<file path="src/rtl/fifo2mm_writer.sv">
// Moves pixel words from a first-word-fall-through FIFO into a frame buffer with fixed-length AXI4 write bursts.
// Tracks column/row position to restart at base_addr on each start-of-frame word.
module fifo2mm_writer #(
    parameter int C_IMG_WBITS        = 12,
    parameter int C_IMG_HBITS        = 12,
    parameter int C_ADATA_PIXELS     = 4,
    parameter int C_DATACOUNT_BITS   = 12,
    parameter int C_M_AXI_BURST_LEN  = 16,
    parameter int C_M_AXI_ID_WIDTH   = 1,
    parameter int C_M_AXI_ADDR_WIDTH = 32,
    parameter int C_M_AXI_DATA_WIDTH = 32
) (
    input  logic                              M_AXI_ACLK,
    input  logic                              M_AXI_ARESETN,
    input  logic                              soft_resetn,
    output logic                              resetting,
    input  logic [C_IMG_WBITS-1:0]            img_width,
    input  logic [C_IMG_HBITS-1:0]            img_height,
    input  logic                              sof,
    input  logic [C_M_AXI_DATA_WIDTH-1:0]     din,
    input  logic                              empty,
    output logic                              rd_en,
    input  logic [C_DATACOUNT_BITS-1:0]       rd_data_count,
    output logic                              frame_pulse,
    input  logic [C_M_AXI_ADDR_WIDTH-1:0]     base_addr,
    output logic [C_M_AXI_ID_WIDTH-1:0]       M_AXI_AWID,
    output logic [C_M_AXI_ADDR_WIDTH-1:0]     M_AXI_AWADDR,
    output logic [7:0]                        M_AXI_AWLEN,
    output logic [2:0]                        M_AXI_AWSIZE,
    output logic [1:0]                        M_AXI_AWBURST,
    output logic                              M_AXI_AWLOCK,
    output logic [3:0]                        M_AXI_AWCACHE,
    output logic [2:0]                        M_AXI_AWPROT,
    output logic [3:0]                        M_AXI_AWQOS,
    output logic                              M_AXI_AWVALID,
    input  logic                              M_AXI_AWREADY,
    output logic [C_M_AXI_DATA_WIDTH-1:0]     M_AXI_WDATA,
    output logic [C_M_AXI_DATA_WIDTH/8-1:0]   M_AXI_WSTRB,
    output logic                              M_AXI_WLAST,
    output logic                              M_AXI_WVALID,
    input  logic                              M_AXI_WREADY,
    input  logic [1:0]                        M_AXI_BRESP,
    input  logic                              M_AXI_BVALID,
    output logic                              M_AXI_BREADY
);

    localparam int LP_BEAT_W = (C_M_AXI_BURST_LEN > 1) ? $clog2(C_M_AXI_BURST_LEN) : 1;
    localparam logic [LP_BEAT_W-1:0]          LP_LAST_BEAT   = LP_BEAT_W'(C_M_AXI_BURST_LEN - 1);
    localparam logic [C_M_AXI_ADDR_WIDTH-1:0] LP_BURST_BYTES =
        C_M_AXI_ADDR_WIDTH'(C_M_AXI_BURST_LEN * (C_M_AXI_DATA_WIDTH / 8));
    localparam logic [C_DATACOUNT_BITS-1:0]   LP_BURST_CNT   = C_DATACOUNT_BITS'(C_M_AXI_BURST_LEN);
    localparam logic [C_IMG_WBITS-1:0]        LP_PIX         = C_IMG_WBITS'(C_ADATA_PIXELS);

    typedef enum logic [2:0] {
        ST_IDLE,
        ST_SYNC,
        ST_ADDR,
        ST_DATA,
        ST_RESP
    } state_t;

    state_t                          r_state;
    logic [C_IMG_WBITS-1:0]          r_col;
    logic [C_IMG_HBITS-1:0]          r_row;
    logic [LP_BEAT_W-1:0]            r_beat;
    logic [C_M_AXI_ADDR_WIDTH-1:0]   r_awaddr;
    logic                            r_awvalid;
    logic                            r_bready;
    logic                            r_frame_pulse;
    logic                            r_resetting;

    logic w_at_bound;
    logic w_can_start;
    logic w_sync_start;
    logic w_burst_start;
    logic w_wvalid;
    logic w_wfire;
    logic w_unused;

    assign w_at_bound    = (r_col == '0) && (r_row == '0);
    assign w_can_start   = soft_resetn && !r_resetting && (img_width != '0) && (img_height != '0);
    assign w_sync_start  = w_can_start && w_at_bound && !empty && !sof;
    // A frame may only begin on its sof word; mid-frame bursts just need a full burst buffered.
    assign w_burst_start = w_can_start && (rd_data_count >= LP_BURST_CNT) &&
                           (!w_at_bound || (!empty && sof));
    assign w_wvalid      = (r_state == ST_DATA) && !empty;
    assign w_wfire       = w_wvalid && M_AXI_WREADY;
    assign w_unused      = ^M_AXI_BRESP;

    // The sof word itself is left in the FIFO so the frame starts on it.
    assign rd_en         = ((r_state == ST_SYNC) && !empty && !sof) || w_wfire;

    assign resetting     = r_resetting;
    assign frame_pulse   = r_frame_pulse;
    assign M_AXI_AWID    = '0;
    assign M_AXI_AWADDR  = r_awaddr;
    assign M_AXI_AWLEN   = 8'(C_M_AXI_BURST_LEN - 1);
    assign M_AXI_AWSIZE  = 3'($clog2(C_M_AXI_DATA_WIDTH / 8));
    assign M_AXI_AWBURST = 2'b01;
    assign M_AXI_AWLOCK  = 1'b0;
    assign M_AXI_AWCACHE = 4'b0000;
    assign M_AXI_AWPROT  = 3'b000;
    assign M_AXI_AWQOS   = 4'b0000;
    assign M_AXI_AWVALID = r_awvalid;
    assign M_AXI_WDATA   = din;
    assign M_AXI_WSTRB   = '1;
    assign M_AXI_WLAST   = (r_state == ST_DATA) && (r_beat == LP_LAST_BEAT);
    assign M_AXI_WVALID  = w_wvalid;
    assign M_AXI_BREADY  = r_bready;

    always_ff @(posedge M_AXI_ACLK) begin
        if (!M_AXI_ARESETN) begin
            r_state       <= ST_IDLE;
            r_col         <= '0;
            r_row         <= '0;
            r_beat        <= '0;
            r_awaddr      <= '0;
            r_awvalid     <= 1'b0;
            r_bready      <= 1'b0;
            r_frame_pulse <= 1'b0;
            r_resetting   <= 1'b1;
        end else begin
            r_frame_pulse <= 1'b0;
            case (r_state)
                ST_IDLE: begin
                    if (r_resetting) begin
                        r_col       <= '0;
                        r_row       <= '0;
                        r_resetting <= 1'b0;
                    end else if (w_sync_start) begin
                        r_state <= ST_SYNC;
                    end else if (w_burst_start) begin
                        r_awvalid <= 1'b1;
                        r_state   <= ST_ADDR;
                        if (w_at_bound) begin
                            r_frame_pulse <= 1'b1;
                            r_awaddr      <= base_addr;
                            r_col         <= img_width - LP_PIX;
                            r_row         <= img_height - 1'b1;
                        end else begin
                            r_awaddr <= r_awaddr + LP_BURST_BYTES;
                        end
                    end
                end
                ST_SYNC: begin
                    if (!soft_resetn || (!empty && sof)) r_state <= ST_IDLE;
                end
                ST_ADDR: begin
                    if (M_AXI_AWREADY) begin
                        r_awvalid <= 1'b0;
                        r_state   <= ST_DATA;
                    end
                end
                ST_DATA: begin
                    if (w_wfire) begin
                        // Position wraps per line and parks at 0/0 once the frame's last word is written.
                        if (r_col != '0) begin
                            r_col <= r_col - LP_PIX;
                        end else if (r_row != '0) begin
                            r_col <= img_width - LP_PIX;
                            r_row <= r_row - 1'b1;
                        end
                        if (r_beat == LP_LAST_BEAT) begin
                            r_beat   <= '0;
                            r_bready <= 1'b1;
                            r_state  <= ST_RESP;
                        end else begin
                            r_beat <= r_beat + 1'b1;
                        end
                    end
                end
                ST_RESP: begin
                    if (M_AXI_BVALID) begin
                        r_bready <= 1'b0;
                        r_state  <= ST_IDLE;
                    end
                end
                default: r_state <= ST_IDLE;
            endcase
            // Soft reset is held off until the running burst has drained through its response.
            if (!soft_resetn) r_resetting <= 1'b1;
        end
    end

endmodule

</file>
<file path="config.mk">
export PLATFORM = sky130hd
export DESIGN_NAME = fifo2mm_writer
export DESIGN_NICKNAME = d
export VERILOG_FILES = /design/src/rtl/fifo2mm_writer.sv
export SDC_FILE = /design/constraint.sdc
export NUM_CORES = 1
export LEC_CHECK = 0
export CORE_ASPECT_RATIO = 0.8
export CORE_MARGIN = 4
export CORE_UTILIZATION = 53
export DETAILED_ROUTE_END_ITERATION = 8
export DONT_BUFFER_PORTS = 1
export PLACE_DENSITY = 0.69
export SYNTH_ARGS = -nofsm -noshare
export SYNTH_HDL_FRONTEND = slang
export SYNTH_SLANG_ARGS = --single-unit
export TNS_END_PERCENT = 30
</file>
<file path="constraint.sdc">
create_clock -name M_AXI_ACLK -period 5.5 [get_ports M_AXI_ACLK]
set_clock_uncertainty 0.1 [all_clocks]
set_input_delay 1.1 -clock M_AXI_ACLK [delete_from_list [all_inputs] [get_ports M_AXI_ACLK]]
set_output_delay 1.1 -clock M_AXI_ACLK [all_outputs]
set_load 0.01 [all_outputs]
</file>
==> results_dict.tcl, run 1 <==
set metrics [dict create \
    hold_path.class "reg2reg" \
    critPathLaunchType "flip-flop" \
    ys_types 82 \
    synth_top_cell_area_share_pct 26.2 \
    timing.final.crit_period_ns 3.91 \
    layout_common_cells "77 x nand2_1, 69 x a21oi_1, 67 x dfxtp_1" \
    postCtsHoldBufs 0 \
    cp_cell_sequence "nor4_4, and4_1, nand2_1, o21ai_2, a21oi_1, o221a_2" \
    vias 4724 \
    cp-end-kind "flip-flop" \
    grt_pass1_wl_um 22200 \
    slowest_stage "o21ai_2" \
    grt.total_usage_pct 23.9 \
    seqPwrFrac_pct 35.9 \
    max_freq_ghz 0.256 \
    fin_cells 739 \
    critPathTopFamily "simple AND/OR/NAND/NOR gates" \
    antenna_found_initial 1 \
    clk_pin_slew_worst_paths_ns 0.06 \
    syn_area_sq_mm 0.00511 \
    die_y_um 95.8 \
    grt_max_degree 34 \
    area_delta_synth_final_pct -0.441 \
    power.share.switching_pct 27.5 \
    r2r_start "r_row[4]" \
    crit_end "M_AXI_AWADDR[17]" \
    syn_area_per_cell_sq_um 7.54 \
    cts_setup_buffers 0 \
    post-dp-hpwl_um 9930 \
    port_buffers 0 \
    die-area_sq_mm 0.0113 \
    start_util_pct 55.4 \
    layout_commonest_cell "nand2_1" \
    worst-path-buf-inv 0 \
    wl_um 13800 \
    overflow 0 \
    fin_nets 739 \
    cts_buffers 9 \
    syn_inst 678 \
    async_flop_share_pct 0 \
    ff2ff_setup_slack_ns 1.59 \
    cts_resized 0 \
    drc 0 \
    rsz0062_at_grt "no" \
    first_pass_iters 5 \
    path_depth 6 \
    avgRoutedWirePerCell_um 18.7 \
    p_comb_share_pct 16.5 \
    power.internal_uw 1060 \
    run_status "completed" \
    post-route-period-util_pct 71.0 \
    rows 31 \
    max_slew.worst_pin.slew_ns 0.972 \
    ys_dominant_reg_cell "dfxtp_1" \
    final.setup.tns_ns 0 \
    cp.arrival_ns 4.03 \
    ys_ff_latch 67 \
    cts_root_buf "clkbuf_16" \
    p_per_area_mw_per_mm2 286 \
    reg2regPathDepth 6 \
    drtIter0Drc 391 \
    cts_tree "done" \
    crit_type "reg2reg" \
    setup_viol 0 \
    gp_congestion 0.864 \
    power_leakage_uw 0.00174 \
    cts.sink_count 67 \
    clk_path_buf_depth 2 \
    layout-drive-gt1-share_pct 8.49 \
    cp_slowest_stage_delay_ns 0.99 \
    n_antenna_cell 0 \
    yosysSeqAreaShare_pct 26.2 \
    synth_edf_count 0 \
    synth_area_leaders "dfxtp_1 26%, buf_4 9.7%, a21oi_1 6.8%, nand2_1 5.7%, nor2_1 4.2%" \
    hold_viol 0 \
    slew_headroom_pct 35.0 \
    htree_levels 3 \
    path_max_fanout 26 \
    rr_endpoint "M_AXI_AWADDR[17]" \
    maxCapViolCount 0 \
    crit_start "r_row[4]" \
    place_inst 723 \
    ir_drop_uv 187 \
    detail-route-antenna-nets 0 \
    yosysWarnings 0 \
    yosysTopAreaCell "dfxtp_1" \
    core_area_sq_mm 0.00923 \
    cp_data_required_time_ns 5.62 \
    drv_slew 0 \
    p_switching_uw 401 \
    num_io_pins 211 \
    power_frac_clock_pct 47.6 \
    vias_per_cell 6.39 \
    grt_pass1_vias 4426 \
    clk-insertion-delay-late_ns 0.33 \
    die_w_um 118 \
]
==> power groups by stage <==
stage	registers (uW)	logic [uW]	clock network [uW]
2_1_floorplan	525	243	0
3_3_place_gp	531	232	0
3_5_place_dp	532	235	0
4_1_cts	522	237	703
5_1_grt	524	266	722
6_report	522	240	694
==> logic make-up (layout without fill, tap and decap cells) <==
| family | count (synthesis) | count (layout) | synth area share (%) |
|---|---|---|---|
| adder cells (fa/ha/maj) | 10 | 10 | 2.45 |
| AND/OR/NAND/NOR | 276 | 276 | 29.6 |
| other | 2 | 30 | 0.147 |
| buffers and inverters | 113 | 31 | 13.6 |
| AO/OA/AOI/OAI | 186 | 186 | 23.7 |
| flip-flops | 67 | 67 | 26.2 |
| multiplexers | 2 | 2 | 0.416 |
| XOR/XNOR | 22 | 22 | 3.77 |
==> through the flow <==
stage | setup slack [ns] | instance area [sq um] | hold slack [ns] | total power [uW] | utilization [%]
final | 1.59 | 5090 | 0.372 | 1460 | 55.1
after global routing | 1.26 | 5090 | 0.393 | 1510 | 55.1
after detailed placement | 1.67 | 4730 | 0.367 | 768 | 51.2
after CTS | 1.69 | 5090 | 0.374 | 1460 | 55.1
after floorplan | 2.49 | 5220 | 0.342 | 768 | -
after global placement | 1.76 | 4730 | 0.357 | 763 | 51.2
==> worst min-delay path by stage <==
stage	startpoint	to	cells after the start
after floorplan	r_col[0]	r_col[0]	2
after global placement	r_col[0]	r_col[0]	2
after detailed placement	r_col[0]	r_col[0]	2
after CTS	r_col[0]	r_col[0]	2
after global routing	r_col[0]	r_col[0]	2
final	r_col[0]	r_col[0]	2
==> synthesized netlist by cell type (3+ instances only) <==
library cell / n
a211oi_1: 4
a21o_1: 4
a21oi_1: 69
a31oi_1: 11
and2_1: 5
and3_1: 10
buf_2: 8
buf_4: 66
clkbuf_1: 22
dfxtp_1: 67
ha_1: 10
inv_1: 12
nand2_1: 77
nand2b_1: 4
nand3_1: 23
nand3b_1: 3
nand4_1: 13
nand4b_1: 4
nor2_1: 57
nor2b_1: 4
nor3_1: 21
nor3_2: 5
nor3b_1: 5
nor4_1: 14
nor4_4: 4
nor4b_1: 3
o211a_1: 4
o21a_1: 6
o21ai_0: 33
o21ai_1: 3
o21bai_1: 3
o221a_2: 4
o22ai_1: 7
o31ai_1: 4
o32ai_1: 4
or3_1: 3
or4_1: 6
xnor2_1: 15
xor2_1: 7
==> worst reg2reg max path: stages (launching register included) <==
cell,delay (ns)
dfxtp_1,0.38
nor4_4,0.59
and4_1,0.60
nand2_1,0.71
o21ai_2,1.00
a21oi_1,0.13
o221a_2,0.29
==> metal layers <==
metal | up-vias | global-route usage, % | wire length (um)
li1 | 2246 | - | -
met1 | 2211 | 30.6 | 6110
met2 | 223 | 38.6 | 6200
met3 | 42 | 8.40 | 1220
met4 | 2 | 6.93 | 255
met5 | - | 0 | 7
==> sequential cells by signal, indices dropped and copies added, names as in the netlist <==
register and count:
r_col 12, resetting 1, M_AXI_AWADDR 32, frame_pulse 1, r_beat 4, r_row 12
r_state 3, M_AXI_AWVALID 1, M_AXI_BREADY 1
==> layout make-up <==
class | count | area, sq um
fill | 880 | 4140
inverter | 13 | 48.8
sequential | 67 | 1340
timing repair buffer | 2 | 15.0
clock buffer | 12 | 267
clock inverter | 4 | 95.1
multi-input combinational | 526 | 3180
tap | 115 | 144
No activity file was read; power rests on OpenSTA's default activity.
==> inputs of run 2 (changes only) <==
- clock period: 5.5 -> 4 ns (I/O delays scaled with it)
==> results_dict.tcl, run 2 (synthesis gave the netlist of run 1 again) <==
set metrics [dict create \
    slew_headroom_pct 31.3 \
    timing.final.crit_period_ns 3.07 \
    first_pass_iters 7 \
    rsz0062_at_grt "no" \
    dpl_cell_area_sq_mm 0.00477 \
    crit_type "in2reg" \
    cp-end-kind "flip-flop" \
    vias_per_cell 6.51 \
    ir_drop_uv 203 \
    layout-drive-gt1-share_pct 9.22 \
    maxCapViolCount 0 \
    r2r_start "r_row[4]" \
    cts_root_buf "clkbuf_16" \
    die_w_um 118 \
    area_delta_synth_final_pct -0.784 \
    fin_area_sq_mm 0.00507 \
    port_buffers 0 \
    final.setup.tns_ns 0 \
    post-dp-hpwl_um 10300 \
    cts_tree "done" \
    core_area_sq_mm 0.00923 \
    max_slew.worst_pin.slew_ns 1.02 \
    drtIter0Drc 431 \
    critPathLaunchType "input pin" \
    slowest_stage "nor4_4" \
    max_freq_ghz 0.326 \
    hold_viol 0 \
    cts_resized 0 \
    num_io_pins 211 \
    path_max_fanout 20 \
    cp_cell_sequence "inv_1, ha_1, or4b_2, nor3_2, nor4_4, o21ai_2, o21a_1, o21a_1" \
    critPathTopFamily "simple AND/OR/NAND/NOR gates" \
    crit_start "img_width[2]" \
    clk-insertion-delay-late_ns 0.33 \
    grt_use_met2_pct 39.8 \
    cts_setup_buffers 0 \
    cp.arrival_ns 3.20 \
    rows 31 \
    layout_commonest_cell "nand2_1" \
    layout_common_cells "77 x nand2_1, 69 x a21oi_1, 67 x dfxtp_1" \
    htree_levels 3 \
    wl_um 14300 \
    antenna_found_initial 1 \
    avgRoutedWirePerCell_um 19.2 \
    start_util_pct 55.4 \
    clk_pin_slew_worst_paths_ns 0.05 \
    min_from "r_col[0]" \
    largest_register_ffs 32 \
    drv_slew 0 \
    worst-path-buf-inv 1 \
    gp_congestion 0.875 \
    fin_nets 745 \
    grtUsageMet3_pct 8.70 \
    cp_slowest_stage_delay_ns 0.89 \
    drc 0 \
    vias 4843 \
    grt_max_degree 34 \
    power_leakage_uw 0.00174 \
    setup_viol 0 \
    run_status "completed" \
    post-route-period-util_pct 76.7 \
    grt_pass1_wl_um 23200 \
    postCtsHoldBufs 0 \
    grtUsageMet1_pct 31.9 \
    busiest_layer "met2" \
    cts.sink_count 67 \
    cp_data_required_time_ns 4.13 \
    die_y_um 95.8 \
    cts_buffers 9 \
    hold_path.class "reg2reg" \
    n_antenna_cell 0 \
    clk_path_buf_depth 2 \
    grt_pass1_vias 4586 \
    p_per_area_mw_per_mm2 364 \
    die-area_sq_mm 0.0113 \
    detail-route-antenna-nets 0 \
    cpMostUsedCell "o21a_1" \
    overflow 0 \
    grt.total_usage_pct 25.0 \
]
-- run 2: worst reg2reg max path: cells and delay by family, from the launching register on --
family	cells	cell delay, ns
simple gates	3	1.40
compound gates	3	0.98
flops	1	0.39
-- run 2: layout make-up --
| class | count | area [sq um] |
|---|---|---|
| tap | 115 | 144 |
| multi-input combinational | 526 | 3180 |
| fill | 879 | 4160 |
| clock buffer | 14 | 294 |
| sequential | 67 | 1340 |
| timing repair buffer | 8 | 60.1 |
| inverter | 13 | 48.8 |
| clock inverter | 1 | 5.00 |
-- run 2: through the flow --
stage	util (%)	hold slack, ns	setup slack [ns]	power [uW]	std cells
floorplan	-	0.342	1.29	1060	706
global placement	51.7	0.356	0.630	1060	729
detailed placement	51.7	0.362	0.620	1070	729
CTS	54.9	0.374	0.970	1850	744
global route	54.9	0.387	0.749	1930	744
finish	54.9	0.376	0.933	1850	744
-- run 2: path summary, 6_finish.rpt --
check / to / slack, ns / cells after the start
worst min-delay path: r_col[0] / 0.38 / 2
worst max register to register: r_row[2] / 1.04 / 6
worst min register to register: r_col[0] / 0.38 / 2
worst max-delay path: M_AXI_AWADDR[9] / 0.93 / 8
-- run 2: power breakdown --
part / total (uW) / switching, uW / internal, uW
sequential: 716 / 28.9 / 687
combinational: 347 / 231 / 116
clock: 783 / 284 / 500
-- run 2: per-layer routing --
| layer | share of wire [%] | vias to the layer above | wire length, um |
|---|---|---|---|
| li1 | - | 2271 | - |
| met1 | 43 | 2263 | 6160 |
| met2 | 45 | 253 | 6400 |
| met3 | 9.3 | 54 | 1320 |
| met4 | 2.6 | 2 | 367 |
| met5 | 0.049 | - | 7 |
